### config.mk
export PLATFORM = sky130hd
export DESIGN_NAME = pipe_hazard_scoreboard
export DESIGN_NICKNAME = d
export VERILOG_FILES = /design/src/rtl/pipe_hz_pkg.sv /design/src/rtl/pipe_hazard_scoreboard_sb_cell.sv /design/src/rtl/pipe_hazard_scoreboard.sv
export SDC_FILE = /design/constraint.sdc
export NUM_CORES = 1
export LEC_CHECK = 0
export ABC_CLOCK_PERIOD_IN_PS = 7320
export BUFFER_PORTS_ARGS = -buffer_cell sky130_fd_sc_hd__buf_2
export CORE_MARGIN = 4
export CORE_UTILIZATION = 40
export CTS_CLUSTER_DIAMETER = 200
export DETAILED_ROUTE_END_ITERATION = 10
export SLEW_MARGIN = 0
export SYNTH_ARGS = -nofsm -noshare
export SYNTH_HDL_FRONTEND = slang
export SYNTH_SLANG_ARGS = --single-unit
### constraint.sdc
create_clock -name clk -period 7.32 [get_ports clk]
set_clock_uncertainty 0.1 [all_clocks]
set_input_delay 1.098 -clock clk [delete_from_list [all_inputs] [get_ports clk]]
set_output_delay 1.098 -clock clk [all_outputs]
set_load 0.05 [all_outputs]
### src/rtl/pipe_hz_pkg.sv
// Shared definitions for the pipeline hazard scoreboard: counter width derivation,
// forwarding encoding and stall-cause labels.
package pipe_hz_pkg;

  function automatic int clog2(input int value);
    int r;
    r = 0;
    for (int v = value - 1; v > 0; v = v >> 1) begin
      r = r + 1;
    end
    return r;
  endfunction

  // Counter must hold the longest issue latency plus the writeback distance.
  function automatic int cnt_width(input int max_lat, input int wb_dist);
    return (clog2(max_lat + wb_dist + 1) < 1) ? 1 : clog2(max_lat + wb_dist + 1);
  endfunction

  localparam int FWD_REGFILE = 0;

  typedef enum logic [1:0] {
    NONE = 2'd0,
    RAW  = 2'd1,
    WAW  = 2'd2
  } stall_cause_e;

endpackage

### src/rtl/pipe_hazard_scoreboard_sb_cell.sv
// One scoreboard entry: a saturating countdown with a priority load and a
// flush-restore path.
module sb_cell #(
  parameter int CNT_W = 4
) (
  input  logic             clk,
  input  logic             rst_n,
  input  logic             load_i,
  input  logic [CNT_W-1:0] load_val_i,
  input  logic             restore_i,
  input  logic [CNT_W-1:0] restore_val_i,
  output logic [CNT_W-1:0] cnt_o
);

  logic [CNT_W-1:0] cnt_q;
  logic [CNT_W-1:0] cnt_d;

  // Next count: a new load beats a restore, which beats the ageing decrement.
  always_comb begin
    cnt_d = cnt_q;
    if (load_i) begin
      cnt_d = load_val_i;
    end else if (restore_i) begin
      cnt_d = restore_val_i;
    end else if (cnt_q != {CNT_W{1'b0}}) begin
      cnt_d = cnt_q - {{(CNT_W-1){1'b0}}, 1'b1};
    end else begin
      cnt_d = {CNT_W{1'b0}};
    end
  end

  // Count register.
  always_ff @(posedge clk or negedge rst_n) begin
    if (!rst_n) begin
      cnt_q <= {CNT_W{1'b0}};
    end else begin
      cnt_q <= cnt_d;
    end
  end

  assign cnt_o = cnt_q;

endmodule

### src/rtl/pipe_hazard_scoreboard.sv
// Per-register in-flight write scoreboard producing decode stall and forwarding selects.
// Optional stall statistics outputs are enabled by defining SCOREBOARD_STATS_EN.
module pipe_hazard_scoreboard
  import pipe_hz_pkg::*;
#(
  parameter  int REG_ADDR_W = 5,
  parameter  int NUM_REGS   = 32,
  parameter  int MAX_LAT    = 7,
  parameter  int WB_DIST    = 2,
  parameter  int ZERO_REG   = 1,
  localparam int CNT_W      = cnt_width(MAX_LAT, WB_DIST)
) (
  input  logic                  clk,
  input  logic                  rst_n,
  input  logic                  issue_valid_i,
  input  logic [REG_ADDR_W-1:0] issue_rs_i,
  input  logic [REG_ADDR_W-1:0] issue_rt_i,
  input  logic                  issue_use_rs_i,
  input  logic                  issue_use_rt_i,
  input  logic                  issue_wr_i,
  input  logic [REG_ADDR_W-1:0] issue_rd_i,
  input  logic [CNT_W-1:0]      issue_lat_i,
  input  logic                  flush_i,
  output logic                  stall_o,
  output logic                  issue_acc_o,
  output logic [CNT_W-1:0]      fwd_rs_o,
  output logic [CNT_W-1:0]      fwd_rt_o
`ifdef SCOREBOARD_STATS_EN
  ,
  output logic [31:0]           stat_raw_o,
  output logic [31:0]           stat_waw_o
`endif
);

  localparam logic [CNT_W-1:0] WB_C   = CNT_W'(WB_DIST);
  localparam logic [CNT_W-1:0] MAX_C  = CNT_W'(MAX_LAT);
  localparam logic [CNT_W-1:0] ONE_C  = CNT_W'(1);
  localparam logic [CNT_W-1:0] FWD_RF = CNT_W'(FWD_REGFILE);

  logic [CNT_W-1:0]      cnt_s [NUM_REGS];
  logic [CNT_W-1:0]      rs_cnt_s, rt_cnt_s, rd_cnt_s;
  logic [CNT_W-1:0]      lat_c_s, tgt_s, load_val_s, restore_val_s;
  logic                  raw_s, waw_s, stall_s, acc_s, wr_acc_s, restore_s;
  logic                  lw_valid_q, lw_valid_d;
  logic [REG_ADDR_W-1:0] lw_reg_q, lw_reg_d;
  logic [CNT_W-1:0]      lw_prev_q, lw_prev_d;

  // Operand lookups; a hard-wired r0 always reads as idle.
  always_comb begin
    rs_cnt_s = {CNT_W{1'b0}};
    rt_cnt_s = {CNT_W{1'b0}};
    rd_cnt_s = {CNT_W{1'b0}};
    for (int i = 0; i < NUM_REGS; i++) begin
      rs_cnt_s = (issue_rs_i == REG_ADDR_W'(i)) ? cnt_s[i] : rs_cnt_s;
      rt_cnt_s = (issue_rt_i == REG_ADDR_W'(i)) ? cnt_s[i] : rt_cnt_s;
      rd_cnt_s = (issue_rd_i == REG_ADDR_W'(i)) ? cnt_s[i] : rd_cnt_s;
    end
    if (ZERO_REG != 0) begin
      rs_cnt_s = (issue_rs_i == {REG_ADDR_W{1'b0}}) ? {CNT_W{1'b0}} : rs_cnt_s;
      rt_cnt_s = (issue_rt_i == {REG_ADDR_W{1'b0}}) ? {CNT_W{1'b0}} : rt_cnt_s;
      rd_cnt_s = (issue_rd_i == {REG_ADDR_W{1'b0}}) ? {CNT_W{1'b0}} : rd_cnt_s;
    end else begin
      rs_cnt_s = rs_cnt_s;
    end
  end

  // Hazard detection; the stored count already reflects the accept-cycle edge.
  always_comb begin
    if (issue_lat_i == {CNT_W{1'b0}}) begin
      lat_c_s = ONE_C;
    end else if (issue_lat_i > MAX_C) begin
      lat_c_s = MAX_C;
    end else begin
      lat_c_s = issue_lat_i;
    end
    tgt_s      = lat_c_s + WB_C;
    load_val_s = tgt_s - ONE_C;
    raw_s      = (issue_use_rs_i && (rs_cnt_s > WB_C)) || (issue_use_rt_i && (rt_cnt_s > WB_C));
    waw_s      = issue_wr_i && (rd_cnt_s > tgt_s);
    stall_s    = issue_valid_i && (raw_s || waw_s);
    acc_s      = issue_valid_i && !stall_s;
    wr_acc_s   = acc_s && issue_wr_i &&
                 !((ZERO_REG != 0) && (issue_rd_i == {REG_ADDR_W{1'b0}}));
  end

  assign stall_o     = stall_s;
  assign issue_acc_o = acc_s;
  assign fwd_rs_o = (issue_use_rs_i && (rs_cnt_s != {CNT_W{1'b0}}) && (rs_cnt_s <= WB_C)) ? rs_cnt_s : FWD_RF;
  assign fwd_rt_o = (issue_use_rt_i && (rt_cnt_s != {CNT_W{1'b0}}) && (rt_cnt_s <= WB_C)) ? rt_cnt_s : FWD_RF;

  // Last-accepted-write record used to undo a flushed issue.
  always_comb begin
    lw_valid_d    = wr_acc_s;
    lw_reg_d      = wr_acc_s ? issue_rd_i : lw_reg_q;
    lw_prev_d     = wr_acc_s ? rd_cnt_s : lw_prev_q;
    restore_s     = flush_i && lw_valid_q;
    restore_val_s = (lw_prev_q != {CNT_W{1'b0}}) ? (lw_prev_q - ONE_C) : {CNT_W{1'b0}};
  end

  // Last-write registers.
  always_ff @(posedge clk or negedge rst_n) begin
    if (!rst_n) begin
      lw_valid_q <= 1'b0;
      lw_reg_q   <= {REG_ADDR_W{1'b0}};
      lw_prev_q  <= {CNT_W{1'b0}};
    end else begin
      lw_valid_q <= lw_valid_d;
      lw_reg_q   <= lw_reg_d;
      lw_prev_q  <= lw_prev_d;
    end
  end

  for (genvar g = 0; g < NUM_REGS; g++) begin : g_cell
    sb_cell #(.CNT_W(CNT_W)) u_cell (
      .clk           (clk),
      .rst_n         (rst_n),
      .load_i        (wr_acc_s && (issue_rd_i == REG_ADDR_W'(g))),
      .load_val_i    (load_val_s),
      .restore_i     (restore_s && (lw_reg_q == REG_ADDR_W'(g))),
      .restore_val_i (restore_val_s),
      .cnt_o         (cnt_s[g])
    );
  end

`ifdef SCOREBOARD_STATS_EN
  logic [31:0] stat_raw_q, stat_raw_d, stat_waw_q, stat_waw_d;

  // Stall-cycle counters; a cycle with both causes bumps both.
  always_comb begin
    stat_raw_d = (issue_valid_i && raw_s) ? (stat_raw_q + 32'd1) : stat_raw_q;
    stat_waw_d = (issue_valid_i && waw_s) ? (stat_waw_q + 32'd1) : stat_waw_q;
  end

  // Statistics registers.
  always_ff @(posedge clk or negedge rst_n) begin
    if (!rst_n) begin
      stat_raw_q <= 32'd0;
      stat_waw_q <= 32'd0;
    end else begin
      stat_raw_q <= stat_raw_d;
      stat_waw_q <= stat_waw_d;
    end
  end

  assign stat_raw_o = stat_raw_q;
  assign stat_waw_o = stat_waw_q;
`endif

endmodule

==> out/metrics.yaml <==
floorplanning:
  fp.dieW_um: 195
  die_y_um: 195
  die-area_sq_mm: 0.0379
  initial_core_util_pct: 40.5
  ios: 36
  core_sq_mm: 0.0345
  rows: 68
grt:
  grt_pass1_vias: 14132
  antenna_found_initial: 1
  grtUsageTotal_pct: 31.9
  grt_max_degree: 80
  overflow: 0
  grt_pass1_wl_mm: 92.8
yosys:
  synth_area_leader_cell: "dfrtp_1"
  ys.flop_type: "dfrtp_1"
  yosys.cell_types.count: 94
  synthTopCellsByCount: "o21ai_0 (212), mux2i_1 (145), dfrtp_1 (134), a21oi_1 (129), nor2_1 (126)"
  yosys_warnings: 0
  syn-mean-instance-area_sq_um: 7.82
  yosysMostFrequentCell: "o21ai_0"
  syn-cell-area_sq_mm: 0.0139
  ys_ff_latch: 134
  synth_edf_count: 0
  yosysSeqAreaShare_pct: 24.1
  syn_inst: 1783
  synth_top_area_share_pct: 24.1
  synth_area_leaders: "dfrtp_1 (24%), mux2i_1 (10%), o21ai_0 (7.6%)"
  postSynth.asyncResetShare_pct: 100
drt:
  firstDrtPassIters: 6
  routed_via_density: 7.18
  drc: 0
  wl_per_cell_um: 29.3
  drt_iter0_drc: 2812
  wirelength_mm: 63.0
  via_count: 15418
  drtAntennaViolNets: 0
clock_tree:
  h-tree-depth: 4
  cts_resized: 0
  root_buffer: "clkbuf_16"
  tritoncts: "built"
  postCtsHoldBufs: 0
  cts_setup_buffers: 0
  clock-sinks: 134
  clkTransAtPathRegs_ns: 0.06
  cts_buffer_depth: 2
  cts_buffers: 17
  clkLatencyLatePin_ns: 0.45
layout:
  fillCellCount: 3463
  final_util_pct: 42.7
  syn2layout_area_growth_pct: 5.59
  drive_above_1_share_pct: 12.1
  stdcell_count: 2148
  design_area_sq_mm: 0.0147
  fin_nets: 1712
worst_setup_path:
  cp-end-kind: "output pin"
  path_max_fanout: 17
  crit_type: "in -> out"
  setup.worst_path.start_class: "input port"
  cp_data_required_time_ns: 6.12
  crit_arrival_ns: 5.15
sta:
  worstMarginPinSlew_ns: 1.20
  finalCritPeriodShare_pct: 86.7
  setup_viol: 0
  timing.fmax_mhz: 158
  rsz0062_at_grt: "false"
  period_needed_ns: 6.35
  fin_ws_ns: 0.975
  finalHoldViolations: 0
  finalSetupTns_ns: 0
  drv_slew: 0
  slew_headroom_pct: 19.6
hold_path:
  holdCritPathClass: "reg -> reg"
power_and_ir_drop:
  irDropWorstVdd_mv: 0.189
  power.density_mw_per_mm2: 181
  p_leak_uw: 0.00640
job:
  max_cap_violations: 0
placed_design:
  dp_hpwl_mm: 44.6
  port_buffers: 31
  dp_cells: 2115
  placed_cell_area_sq_mm: 0.0141
  post-place-ws_ns: 1.04
  gp_congestion: 1.02
status:
  status: "completed"
area by class of cell:
class	count	area [sq um]	area share (%)
Antenna cell	1	2.50	0.0170
Clock buffer	18	429	2.92
Clock inverter	14	199	1.35
Inverter	31	116	0.790
Multi-Input combinational cell	1442	9710	66.0
Sequential cell	134	3350	22.8
Tap cell	455	569	3.87
Timing Repair Buffer	53	339	2.30
cells in the final DEF, fill, tap and decap left out, drive strengths merged, types with 9 or more instances in the layout:
master    n
o211ai   17
nor2    127
mux2     39
and2     11
nand4    39
o311a    15
o221ai   13
nand3b   13
dfrtp   134
nand2   117
a211oi   20
inv      34
nand3    66
o311ai   15
o32ai    14
a21o     10
clkbuf   18
a22oi    13
buf      53
a21oi   129
nor2b    36
nor3b    13
a221oi   15
nand2b   32
o22ai    18
mux2i   145
o21ai   217
a211o     9
a31oi    14
or4b     25
a32oi    10
nor3     92
worst max-delay path, stage by stage:
cell      delay [ns]
buf_2           0.21
nor3b_2         0.88
o21ai_0         0.20
a211oi_1        0.28
o31ai_1         0.12
a32oi_1         0.22
o22ai_1         0.10
a31oi_1         0.30
ha_1            0.30
nor2b_1         0.13
o21a_1          0.16
o21a_1          0.16
o211ai_1        0.15
inv_1           0.09
a221oi_4        0.25
nand2_1         0.12
and2_1          0.18
buf_2           0.20
metal layers:
metal | GRT usage [%] | wire (um) | vias up | share of wire (%)
li1 | - | - | 6578 | -
met2 | 46.0 | 26300 | 1183 | 42
met5 | 0 | 0 | - | 0
met3 | 7.49 | 7690 | 221 | 12
met4 | 14.2 | 3170 | 0 | 5.0
met1 | 45.4 | 25900 | 7436 | 41
registers in the layout, summed over array words and instances, names as in the netlist:
| signal | count |
|---|---|
| g_cell.u_cell.cnt_o | 124 |
| lw_valid_q | 1 |
| lw_reg_q | 5 |
| lw_prev_q | 4 |
path summary, 6_finish.rpt:
path	startpoint	end	slack (ns)	cells after the start
setup / recovery	issue_rd_i[3]	stall_o	0.97	18
max in group asynchronous	rst_n	g_cell[11].u_cell.cnt_o[0]$_DFF_PN0_	5.25	2
setup reg to reg	g_cell[2].u_cell.cnt_o[1]$_DFF_PN0_	g_cell[16].u_cell.cnt_o[3]$_DFF_PN0_	2.53	18
min in group asynchronous	rst_n	g_cell[16].u_cell.cnt_o[1]$_DFF_PN0_	0.58	1
hold / removal	lw_reg_q[4]$_DFFE_PN0N_	lw_reg_q[4]$_DFFE_PN0N_	0.46	1
hold reg to reg	lw_reg_q[4]$_DFFE_PN0N_	lw_reg_q[4]$_DFFE_PN0N_	0.46	1
cell families (layout without fill, tap and decap cells):
| kind of cell | count (synthesis) | in the layout | synth area share (%) |
|---|---|---|---|
| and+or+nand+nor | 636 | 636 | 26.0 |
| AOI/OAI and AO/OA | 605 | 605 | 28.0 |
| buffers and inverters | 210 | 116 | 6.83 |
| muxes | 189 | 189 | 14.4 |
| DFF | 134 | 134 | 24.1 |
| adders and majority gates | 7 | 7 | 0.628 |
| other | 1 | 5 | 0.0269 |
| xor gates and xnor gates | 1 | 1 | 0.0628 |
metrics by stage:
stage	total power, uW	hold slack (ns)
global route	2720	0.476
floorplan	1360	0.392
CTS	2630	0.446
global placement	1690	0.417
finish	2660	0.458
detailed placement	1690	0.426
report_power, final:
part	switching [uW]	leakage (uW)	internal, uW	total, uW
Combinational	600	0.00426	190	790
Clock	371	0.000294	573	944
Sequential	143	0.00185	780	923
(Power assumes the default switching activity.)
